`src/rtl/program_loader.sv`:
```
// ============================================================================
// Module  : program_loader
// Purpose : Boot loader that packs a byte stream into 32-bit big-endian words,
//           writes them to memory and holds the CPU in reset until loaded.
//           Optional trailing XOR checksum: PROGRAM_LOADER_CHECKSUM_EN.
// Revision: 1.0
// ============================================================================
`default_nettype none

module program_loader #(
  parameter int                ADDR_W    = 32,
  parameter logic [ADDR_W-1:0] BASE_ADDR = '0,
  parameter int                MAX_WORDS = 256
) (
  input  logic              clk,
  input  logic              rst,
  input  logic [7:0]        in_data,
  input  logic              in_valid,
  output logic              in_ready,
  output logic              mem_we,
  output logic [ADDR_W-1:0] mem_addr,
  output logic [31:0]       mem_wdata,
  output logic              cpu_rst,
  output logic              done,
  output logic              error
);

  localparam logic [2:0] HDR_HI = 3'd0;
  localparam logic [2:0] HDR_LO = 3'd1;
  localparam logic [2:0] DATA   = 3'd2;
  localparam logic [2:0] WRITE  = 3'd3;
  localparam logic [2:0] DONE   = 3'd4;
  localparam logic [2:0] ERR    = 3'd5;
`ifdef PROGRAM_LOADER_CHECKSUM_EN
  localparam logic [2:0] CSUM   = 3'd6;
  localparam logic [2:0] FINAL  = CSUM;
`else
  localparam logic [2:0] FINAL  = DONE;
`endif

  logic [2:0]        state;
  logic [15:0]       count;
  logic [15:0]       idx;
  logic [1:0]        byte_idx;
  logic [23:0]       word;
  logic              accept;
  logic [15:0]       hdr_count;
  logic [15:0]       idx_next;
  logic [ADDR_W-1:0] word_off;
`ifdef PROGRAM_LOADER_CHECKSUM_EN
  logic [7:0]        csum;
`endif

  assign accept    = in_valid && in_ready;
  assign hdr_count = {count[15:8], in_data};
  assign idx_next  = idx + 16'd1;
  assign word_off  = ADDR_W'({idx, 2'b00});

`ifdef PROGRAM_LOADER_CHECKSUM_EN
  assign in_ready = (state == HDR_HI) || (state == HDR_LO) || (state == DATA) || (state == CSUM);
`else
  assign in_ready = (state == HDR_HI) || (state == HDR_LO) || (state == DATA);
`endif
  assign mem_we  = (state == WRITE);
  assign done    = (state == DONE);
  assign error   = (state == ERR);
  assign cpu_rst = (state != DONE);

  always_ff @(posedge clk) begin
    if (rst) begin
      state     <= HDR_HI;
      count     <= '0;
      idx       <= '0;
      byte_idx  <= '0;
      word      <= '0;
      mem_addr  <= BASE_ADDR;
      mem_wdata <= '0;
`ifdef PROGRAM_LOADER_CHECKSUM_EN
      csum      <= '0;
`endif
    end else begin
      case (state)
        HDR_HI: begin
          if (accept) begin
            count[15:8] <= in_data;
            state       <= HDR_LO;
          end
        end
        HDR_LO: begin
          if (accept) begin
            count[7:0] <= in_data;
            if (hdr_count == 16'd0)
              state <= FINAL;
            else if (hdr_count > 16'(MAX_WORDS))
              state <= ERR;
            else
              state <= DATA;
          end
        end
        DATA: begin
          if (accept) begin
            word     <= {word[15:0], in_data};
            byte_idx <= byte_idx + 2'd1;
`ifdef PROGRAM_LOADER_CHECKSUM_EN
            csum     <= csum ^ in_data;
`endif
            // Address and data are latched here so they hold outside WRITE.
            if (byte_idx == 2'd3) begin
              mem_wdata <= {word, in_data};
              mem_addr  <= BASE_ADDR + word_off;
              state     <= WRITE;
            end
          end
        end
        WRITE: begin
          idx   <= idx_next;
          state <= (idx_next < count) ? DATA : FINAL;
        end
`ifdef PROGRAM_LOADER_CHECKSUM_EN
        CSUM: begin
          if (accept)
            state <= (in_data == csum) ? DONE : ERR;
        end
`endif
        default: state <= state;
      endcase
    end
  end

endmodule

`default_nettype wire

```
`config.mk`:
```
export PLATFORM = sky130hd
export DESIGN_NAME = program_loader
export DESIGN_NICKNAME = d
export VERILOG_FILES = /design/src/rtl/program_loader.sv
export SDC_FILE = /design/constraint.sdc
export NUM_CORES = 1
export LEC_CHECK = 0
export ABC_AREA = 0
export ABC_CLOCK_PERIOD_IN_PS = 4050
export BUFFER_PORTS_ARGS = -buffer_cell sky130_fd_sc_hd__buf_2
export CORE_MARGIN = 2
export CORE_UTILIZATION = 60
export DETAILED_ROUTE_END_ITERATION = 8
export PLACE_DENSITY = 0.84
export SETUP_SLACK_MARGIN = 0.2
export SLEW_MARGIN = 30
export SYNTH_ARGS = -nofsm -noshare
export SYNTH_HDL_FRONTEND = slang
export SYNTH_SLANG_ARGS = --single-unit
```
`constraint.sdc`:
```
create_clock -name clk -period 4.05 [get_ports clk]
set_input_delay 0.6075 -clock clk [delete_from_list [all_inputs] [get_ports clk]]
set_output_delay 0.6075 -clock clk [all_outputs]
set_load 0.01 [all_outputs]
```
; ---- Word level (Yosys, flattened, before mapping)
; Cells that the tools add are included.
[word_totals]
ram_bits = 0
romBits = 0
latchBits = 0
ff_bits = 109
memories = 0
inputBits = 11
output_inout_bits = 69
[classes]
n_eq_ne = 11
n_addsub = 2
magnitude_cmp = 2
shift = 0
n_mux = 8
n_div = 0
reduce_logical = 11
mul = 0
n_bitwise = 0
[op_table]
columns = op, n
row1 = two-way mux 3 bit, 7
row2 = adder 16 x 1 -> 16 bit (second input constant), 1
row3 = greater-than comparator 16 x 9 -> 1 bit (second input constant), 1
row4 = zero test 16 bit, 1
row5 = < comparator 16 bit, 1
row6 = one-hot mux 3 bit (4 select lines), 1
row7 = equality test 3 x 2 -> 1 bit (second input constant), 2
row8 = equality test 3 bit (second input constant), 2
row9 = inequality test 2 bit (second input constant), 3
row10 = AND reduction 2 bit, 3
row11 = AND reduction 5 bit, 1
row12 = nonzero test 4 bit, 1
row13 = equality test 3 x 1 -> 1 bit (second input constant), 1
row14 = zero test 3 bit, 1
row15 = inequality test 3 bit (second input constant), 1
row16 = AND reduction 3 bit, 1
row17 = adder 2 x 1 -> 2 bit (second input constant), 1
row18 = equality test 2 bit (second input constant), 1
row19 = logical OR 1 bit, 2
row20 = inequality test 2 x 1 -> 1 bit (second input constant), 1
row21 = logical AND 1 bit, 1

; ---- Logic depth before layout (Yosys ltp)
; Gate-level depths: netlist of run 1.
[depth]
depth_word = 6
ltp_mapped = 12
depth_no_buf = 11

; ---- Worst setup path after synthesis of run 1
; No wires, ideal clock.
[synth_path]
path_kind = register to register
from = reg idx[0]
to = reg state[1]
t_required_ns = 3.913
arrival_ns = 2.202
path_buffers = 0
path_stages_with_launch = 12
synth_period_minus_slack_ns = 2.339
path_slack_ns = 1.711
path_cell_list = dfxtp_1 -> ha_1 -> nand3_1 -> nor2_2 -> nand3_1 -> xnor2_1 -> ha_1 -> nand4_1 -> nor3_1 -> o2111ai_1 -> nand4_1 -> a221oi_2
[synth_between]
elab_chain_cells = 4
[synth_rtl]
columns = element, line
row1 = start: declaration, 43  ; logic [15:0] idx;
row2 = start signal: assignment, 116  ; idx <= idx_next;
row3 = adder 16 x 1 -> 16 bit, 56  ; assign idx_next = idx + 16'd1;
row4 = via idx_next[14], 48  ; logic [15:0] idx_next;
row5 = < comparator 16 bit, 117  ; state <= (idx_next < count) ? DATA : FINAL;
row6 = two-way mux 3 bit, 117
row7 = one-hot mux 3 bit (4 select lines), 82  ; case (state)
row8 = end signal: assignment, 117
row9 = end signal: assignment, 125  ; default: state <= state;
row10 = end: declaration, 41  ; logic [2:0] state;
; The timed path passes the listed nets, and every way through them passes these cells.
; A chain may end at the register's enable or synchronous reset.

; ---- Worst setup path in the final report of run 1
; Same ends and word-level chain as after synthesis.

==> results of run 1 <==
metal layers:
layer	part of all wire, %	global-route usage, %
met1	42	31.11
met2	51	43.48
met3	4.8	4.068
met4	1.7	8.824
met5	0	0
area by class of cell:
type                            count  area (um2)  share of cell area (%)
Multi-Input combinational cell    437        2270                   43.58
Clock buffer                        9       123.9                   2.379
Tap cell                          102       127.6                   2.451
Clock inverter                      7       88.84                   1.706
Sequential cell                   109        2182                   41.90
Timing Repair Buffer               66       344.1                   6.607
Inverter                           19       71.32                   1.370
critical path: stages, from the launching register on:
cell and delay (ns):
dfxtp_1 0.43, ha_1 0.26, nand3_1 0.18, nor2_2 0.35, nand3_1 0.17, xnor2_1 0.15
ha_1 0.33, nand4_1 0.13, nor3_1 0.28, o2111ai_1 0.15, nand4_1 0.16, a221oi_2 0.08
power groups by stage:
stage | clock network, W | registers (W) | logic (W)
global placement | 0 | 0.00113 | 0.000136
CTS | 0.000683 | 0.00110 | 0.000143
detailed placement | 0 | 0.00113 | 0.000142
finish | 0.000681 | 0.00110 | 0.000146
floorplan | 0 | 0.00112 | 0.000119
global route | 0.000727 | 0.00111 | 0.000163
how the worst max path moves through the flow:
stage | to | depth (start not counted) | start
5_1_grt | state[1] | 11 | idx[0]
3_5_place_dp | state[1] | 11 | idx[0]
3_3_place_gp | state[1] | 11 | idx[0]
4_1_cts | state[1] | 11 | idx[0]
6_report | state[1] | 11 | idx[0]
2_1_floorplan | state[1] | 11 | idx[0]
logic make-up (layout without fill, tap and decap cells):
group                    count (synthesis)  after routing  synth area share, %
other                                    1             16              0.07910
XOR/XNOR                                25             25                4.619
adder cells (fa/ha/maj)                 17             17                4.487
AND/OR/NAND/NOR                        259            259                23.88
buffers and inverters                   70            101                7.390
AO/OA/AOI/OAI                          119            119                13.30
multiplexers                             1              1               0.2111
flip-flops                             109            109                46.03
flip-flops by register name, summed over array words and instances (netlist names):
| name | flops |
|---|---|
| mem_addr | 16 |
| mem_wdata | 32 |
| word | 24 |
| byte_idx | 2 |
| idx | 16 |
| count | 16 |
| state | 3 |
placed cells by master, fill, tap and decap left out, drive strengths merged, types with 2 or more instances in the layout:
master,synthesis,layout
or4,3,3
xnor2,13,13
nand3,12,12
xor2,12,12
a31oi,2,2
conb,1,16
nand4,6,6
nand3b,2,2
nor2,32,32
a21oi,102,102
inv,19,23
nand2,183,183
and4,2,2
o21ai,9,9
clkbuf,23,9
clkinv,0,3
and3,3,3
or3,5,5
dfxtp,109,109
nor2b,2,2
ha,17,17
nor3,2,2
and2,4,4
buf,28,66
stage by stage:
stage	hold slack, ns	total power (W)	util [%]	std cells
floorplan	0.4321	0.001243	-	616
global placement	0.4391	0.001262	64.86	733
detailed placement	0.4445	0.001270	64.86	733
CTS	0.4583	0.001930	67.63	749
global route	0.4802	0.001996	67.74	749
finish	0.4504	0.001931	67.74	749
==> results.toml, run 1 <==
[outcome]
status = "finished clean"

[route]
drc = 0
vias = 4059
wl_per_cell_um = 13.84
dr.pass1.iters = 5
wl_um = 10360
viasPerCell = 5.419
drtIter0Drc = 277
ant_nets = 0

[synth]
synth_flop_cell = "dfxtp_1"
yosysTopAreaCellShare_pct = 46.03
avgSynthCellArea_um2 = 7.888
ys_warn_count = 0
synth_top_cell_by_area = "dfxtp_1"
synth.distinct_cells = 39
synth_seq_cells = 109
synth-seq-area-share_pct = 46.03
netlist_area_mm2 = 0.004741
yosysMostFrequentCell = "nand2_1"
synth_commonest_cells = "nand2_1, dfxtp_1, a21oi_1"
synth_edf_count = 0
synthArstFlopShare_pct = 0
syn_inst = 601
ys_top_cells_by_area = "dfxtp_1, nand2_1, a21oi_1"

[power]
vdd_drop_max_mv = 0.2728
power.density_mw_per_mm2 = 370.8
power.leakage_nw = 2.043
clkPwrFrac_pct = 35.3
power_frac_seq_pct = 57.2
netSwitchingFraction_pct = 28.07
combPwrFrac_pct = 7.6
switchingPower_w = 0.0005421
power.internal_w = 0.001389

[sta]
tns_ns = 0
setup_viol = 0
worstMarginPinSlew_ns = 0.7790
rsz0062_at_grt = "false"
fin_skew_ns = 0.01526
max_freq_mhz = 353.5
slew_viol_final = 0
relSlewSlack_pct = 48.07
post-route-worst-setup-slack_ns = 1.221
hold_viol_final = 0
fin_crit_ns = 2.829
min_period_over_period_pct = 69.85

[finish]
design_area_mm2 = 0.005207
nets = 670
n_antenna_cell = 0
fill_cells = 666
drive_above_1_share_pct = 14.53
area_delta_synth_final_pct = 9.844

[worst_hold_path]
hp-class = "flop to flop"
min_from = "word[22]"
whs_endpoint = "mem_wdata[30]"
holdPathStages = 2

[clocking]
cts.sinks = 109
htree_levels = 3
clock-root-buffer = "clkbuf_8"
clk_latency_ns = 0.38
ctsLongestPathBuffers = 2
cts_tree = "yes"
clk_pin_slew_ns = 0.13
ctsResizeCount = 0
ctsHoldBuffers = 0
cts_buffers = 9
post_cts_buffers = 0

[die]
row_count = 32
die_w_um = 92.89
coreArea_mm2 = 0.007687
die_h_um = 92.89
start_util_pct = 61.67
dieArea_mm2 = 0.008629
pin_count = 80

[place]
gp_congestion = 0.8448
hpwl_um = 7189
post_dp_cell_area_mm2 = 0.004986
port_buffers = 63
pre_cts_ws_ns = 1.291

[setup_path]
required_ns = 4.29
path_class = "flop to flop"
rr_worst_depth = 11
critPathMaxFanout = 9
arrival_ns = 3.07
r2r_setup_slack_ns = 1.22
cp-end-kind = "flop"
worst_setup_path_start_kind = "flop"
timing.rr.end = "state[1]"
rr_startpoint = "idx[0]"

[global_routing]
grt_pass1_vias = 3752
antenna_found_initial = 0
grt_usage_pct = 24.93
grt_first_pass_wirelength_um = 17280
grt_max_degree = 111
grt.overflow.total = 0

[run]
drv_cap = 0
No activity file was read; power rests on OpenSTA's default activity.
==> run 2: changes to the inputs <==
Settings changed: ABC_CLOCK_PERIOD_IN_PS 4050 to 2800, CORE_UTILIZATION 60 to 56, PLACE_DENSITY 0.84 to 0.8.
Clock period 4.05 ns to 2.8 ns, I/O delays scaled along.
==> run 2 against run 1 <==
Flip-flop and latch count unchanged. Final cell count increased by 1.5%. Via count rose by 0.17%. Wire length down 0.14%. Clock skew is 0.0049 ns lower. Global-route usage fell by 2.2 points. Hold slack worse by 0.11 ns. Power is 43% higher. Non-clock buffer count grew 8. Critical path type unchanged.
==> results.toml, run 2 (synthesis gave the netlist of run 1 again) <==
[sta]
rsz0062_at_grt = "false"
tns_ns = 0
setup_viol = 0
post-route-worst-setup-slack_ns = 0.3788
hold_viol_final = 0
fin_skew_ns = 0.01040
relSlewSlack_pct = 52.08
fin_crit_ns = 2.421
min_period_over_period_pct = 86.47
worstMarginPinSlew_ns = 0.7189
slew_viol_final = 0
max_freq_mhz = 413.0

[global_routing]
grt_first_pass_wirelength_um = 16340
grt_usage_pct = 22.70
grt_max_degree = 71
antenna_found_initial = 0
grt.overflow.total = 0
grt_pass1_vias = 3545

[power]
power.density_mw_per_mm2 = 519.6
power.leakage_nw = 2.090
vdd_drop_max_mv = 0.3855

[setup_path]
rr_startpoint = "idx[0]"
cp-end-kind = "flop"
worst_path_most_repeated_cell = "a21oi_1"
timing.rr.end = "state[1]"
path_delay_family = "simple AND/OR/NAND/NOR gates"
cp_slowest_stage_delay_ns = 0.39
critPathMaxFanout = 6
r2r_setup_slack_ns = 0.38
cp_slowest_cell = "dfxtp_4"
required_ns = 3.10
crit_start = "idx[0]"
arrival_ns = 2.72
worst_setup_path_start_kind = "flop"
rr_worst_depth = 11
path_class = "flop to flop"
crit_cells = 11
cp-endpoint = "state[1]"
path_cells = "ha_2, nand3_2, nor2_4, nand3_1, xnor2_1, ha_1, a21oi_1, nand2_1, a21oi_1, nand4_1, a221oi_2"
worst-path-buf-inv = 0

[finish]
drive_above_1_share_pct = 16.95
largest_reg_flops = 32
final_cell_mix = "nand2_1, dfxtp_1, a21oi_1"
fill_cells = 703
reg_top3 = "mem_wdata (32), word (24)"
layout_commonest_cell = "nand2_1"
area_delta_synth_final_pct = 11.98
largest-register = "mem_wdata"
nets = 678
n_antenna_cell = 0

[die]
start_util_pct = 57.70
coreArea_mm2 = 0.008217
row_count = 33
die_w_um = 96.01
dieArea_mm2 = 0.009218
die_h_um = 96.01
pin_count = 80

[clocking]
cts_tree = "yes"
clk_pin_slew_ns = 0.11
htree_levels = 3
clk_latency_ns = 0.37
clock-root-buffer = "clkbuf_8"
cts_buffers = 9
cts.sinks = 109
ctsLongestPathBuffers = 2
ctsHoldBuffers = 0

[route]
drc = 0
ant_nets = 0
wl_per_cell_um = 13.62
wl_um = 10350
vias = 4066
drtIter0Drc = 237
viasPerCell = 5.350
dr.pass1.iters = 5

[outcome]
status = "finished clean"

[place]
hpwl_um = 7020
port_buffers = 63
pre_cts_ws_ns = 0.1797
gp_congestion = 0.8204

[worst_hold_path]
hp-class = "input port to flop"

[run]
drv_cap = 0
## run 2: how the worst min path moves through the flow
stage	start	end	slack (ns)	cells past startpoint
4_1_cts	in_data[3]	mem_wdata[3]	0.33	3
6_report	in_data[3]	mem_wdata[3]	0.34	3
3_3_place_gp	mem_wdata[0]	mem_wdata[0]	0.44	2
5_1_grt	in_data[0]	word[0]	0.32	3
3_5_place_dp	mem_wdata[25]	mem_wdata[25]	0.44	2
2_1_floorplan	word[16]	mem_wdata[24]	0.43	2
## run 2: cell type report
type                            count  area (um2)  share of cell area [%]
Tap cell                          105       131.4                   2.475
Clock inverter                      7       72.57                   1.367
Multi-Input combinational cell    437        2295                   43.22
Timing Repair Buffer               74       425.4                   8.013
Inverter                           19       71.32                   1.343
Sequential cell                   109        2190                   41.24
Clock buffer                        9       123.9                   2.333
## run 2: repair_timing
item                                    CTS  global route
buffers inserted                          0             3
pin swaps                                 1             2
endpoints found under the setup margin    2             2
gates resized for setup                   3             9
## run 2: stage by stage
step / area, um2 / hold slack, ns / power, W / std cells / util, %
after floorplan: 4797 / 0.4321 / 0.001798 / 616 / -
after global placement: 5052 / 0.4391 / 0.001831 / 741 / 61.49
after detailed placement: 5052 / 0.4435 / 0.001839 / 741 / 61.49
after CTS: 5260 / 0.3260 / 0.002772 / 757 / 64.02
after global routing: 5309 / 0.3162 / 0.002862 / 760 / 64.61
final: 5309 / 0.3427 / 0.002758 / 760 / 64.61
## run 2: worst reg2reg max path, delay by kind of cell, from the launching register on
family	cells	cell delay, ns
AO/OA/AOI/OAI	3	0.59
XOR/XNOR	1	0.15
adder cells (fa/ha/maj)	2	0.54
flip-flops	1	0.39
AND/OR/NAND/NOR	5	0.67
## run 2: power breakdown
| group | switching (W) | internal (W) |
|---|---|---|
| Combinational | 0.000142 | 0.0000733 |
| Clock | 0.000592 | 0.000355 |
| Sequential | 0.0000232 | 0.00157 |
## run 2: layer usage
metal  wire, um  vias to the layer above  GRT usage, %
met5          0                        -             0
met2       5028                      138         38.37
li1           -                     2033             -
met3        577                       22         4.307
met4        217                        0         8.571
met1       4525                     1873         28.66
==> run 3: changes to the inputs <==
Settings changed: CORE_UTILIZATION 56 to 58, CTS_BUF_LIST set to sky130_fd_sc_hd__clkbuf_8, PLACE_DENSITY 0.8 to 0.82.
==> run 3 against run 2 <==
Combinational power barely moved. Clock skew up 0.0013 ns. Hold slack about the same. Clock power up 7%. Via count grew 0.32%. Fmax is 1.1% higher. Sequential share of layout area down 0.12 points. Final cell count fell by 0.26%. Largest power group unchanged.
==> results.toml, run 3 (synthesis gave the netlist of run 1 again) <==
[outcome]
status = "finished clean"

[power]
power.internal_w = 0.002083
power_frac_seq_pct = 56.6
combPwrFrac_pct = 7.7
power.density_mw_per_mm2 = 529.4
switchingPower_w = 0.0007372
power.leakage_nw = 2.107
vdd_drop_max_mv = 0.4187
p_total_w = 0.002821
clkPwrFrac_pct = 35.8
netSwitchingFraction_pct = 26.14

[sta]
setup_viol = 0
hold_viol_final = 0
worstMarginPinSlew_ns = 0.9173
rsz0062_at_grt = "false"
relSlewSlack_pct = 38.67
max_freq_mhz = 417.4
fin_crit_ns = 2.396
slew_viol_final = 0
tns_ns = 0
fin_skew_ns = 0.01171
min_period_over_period_pct = 85.56

[finish]
regArea_mm2 = 0.002191
drive_above_1_share_pct = 17.07
multi_input_comb_area_mm2 = 0.002290
largest_reg_flops = 32
layout_commonest_cell = "nand2_1"
n_antenna_cell = 0
area_delta_synth_final_pct = 12.38
nets = 679
reg_top3 = "mem_wdata (32), word (24)"
final_cell_mix = "nand2_1, dfxtp_1, a21oi_1"
fill_cells = 654
largest-register = "mem_wdata"

[setup_path]
cp_slowest_cell = "dfxtp_2"
cp_slowest_stage_delay_ns = 0.38
path_class = "flop to flop"
cp-end-kind = "flop"
critPathMaxFanout = 7
worst_setup_path_start_kind = "flop"
required_ns = 3.09
path_delay_family = "simple AND/OR/NAND/NOR gates"
arrival_ns = 2.68
worst-path-buf-inv = 0
path_cells = "and4_4, and4_4, nand3_1, xnor2_1, ha_1, a21oi_1, nand2_1, a21oi_1, nand4_1, a221oi_2"

[worst_hold_path]
hp-class = "input port to flop"

[clocking]
cts_tree = "yes"
htree_levels = 3
ctsLongestPathBuffers = 2
clk_pin_slew_ns = 0.11
cts.sinks = 109
clk_latency_ns = 0.38
clock-root-buffer = "clkbuf_8"
cts_buffers = 9
ctsHoldBuffers = 0

[die]
die_w_um = 94.41
row_count = 32
dieArea_mm2 = 0.008913
pin_count = 80
start_util_pct = 60.72
die_h_um = 94.41
coreArea_mm2 = 0.007807

[route]
drtIter0Drc = 237
dr.pass1.iters = 5
vias = 4079
wl_per_cell_um = 13.74
ant_nets = 0
drc = 0
wl_um = 10410
viasPerCell = 5.381

[global_routing]
grtUsageMet3_pct = 4.469
grt_max_degree = 74
grt_usage_pct = 24.01
grt_first_pass_wirelength_um = 16960
use_met2_pct = 42.80
grt_pass1_vias = 3750
grt.overflow.total = 0
grt.busiest_layer = "met2"
antenna_found_initial = 0
grt.met1_usage_pct = 28.84

[place]
hpwl_um = 7046
port_buffers = 63
gp_congestion = 0.8500

[run]
drv_cap = 0
==> run 3: cell count changes in the layout (fill, tap and decap cells not counted), sizes merged <==
cell and delta:
inv -2, buf +1, bufinv +1, clkinv +1
==> run 3: per-stage QoR <==
stage | util, % | instances | instance area (um2) | setup slack (ns) | hold slack, ns
6_report | 68.24 | 758 | 5328 | 0.4044 | 0.3424
5_1_grt | 68.24 | 758 | 5328 | 0.2019 | 0.3322
4_1_cts | 67.76 | 756 | 5290 | 0.2018 | 0.3268
3_5_place_dp | 64.66 | 738 | 5049 | 0.1219 | 0.4439
3_3_place_gp | 64.66 | 738 | 5049 | 0.2496 | 0.4385
2_1_floorplan | - | 616 | 4797 | 0.4609 | 0.4321
==> run 3: worst paths after layout <==
kind / from / to / slack (ns) / cells after the start
min reg2reg: mem_wdata[8] / mem_wdata[8] / 0.46 / 2
max: idx[8] / state[1] / 0.40 / 10
min: in_data[5] / mem_wdata[5] / 0.34 / 3
max reg2reg: idx[8] / state[1] / 0.40 / 10
==> run 3: area by class of cell <==
type | instances | area share, %
inverters | 19 | 1.339
repair buffers | 75 | 8.126
flip-flops and latches | 109 | 41.12
multi-input cells | 437 | 42.98
well taps | 102 | 2.395
clock buffers | 9 | 2.325
clock inverters | 7 | 1.714
==> run 3: layer usage <==
| metal | share of wire, % | vias to the layer above |
|---|---|---|
| li1 | - | 2037 |
| met1 | 43 | 1914 |
| met2 | 50 | 107 |
| met3 | 5.1 | 21 |
| met4 | 2.3 | 0 |
| met5 | 0 | - |
==> run 3: timing repair <==
| item | CTS | global route |
|---|---|---|
| pin swaps | 1 | 3 |
| resized for setup | 3 | 10 |
| setup endpoints to repair | 2 | 2 |
| endpoints found under the hold margin | 0 | 0 |
| setup buffers | 2 | 2 |
==> run 3: power by group through the flow <==
stage	registers [W]	logic [W]	clock network [W]
2_1_floorplan	0.00163	0.000172	0
3_3_place_gp	0.00163	0.000201	0
3_5_place_dp	0.00163	0.000209	0
4_1_cts	0.00160	0.000214	0.00102
5_1_grt	0.00160	0.000240	0.00108
6_report	0.00160	0.000216	0.00101
==> run 3: worst reg2reg max path, delay by kind of cell, from the launching register on <==
family                     cells  cell delay (ns)
adders and majority gates      1             0.32
DFF                            1             0.38
AOI/OAI and AO/OA              3             0.60
and+or+nand+nor                5             0.88
xor gates and xnor gates       1             0.14
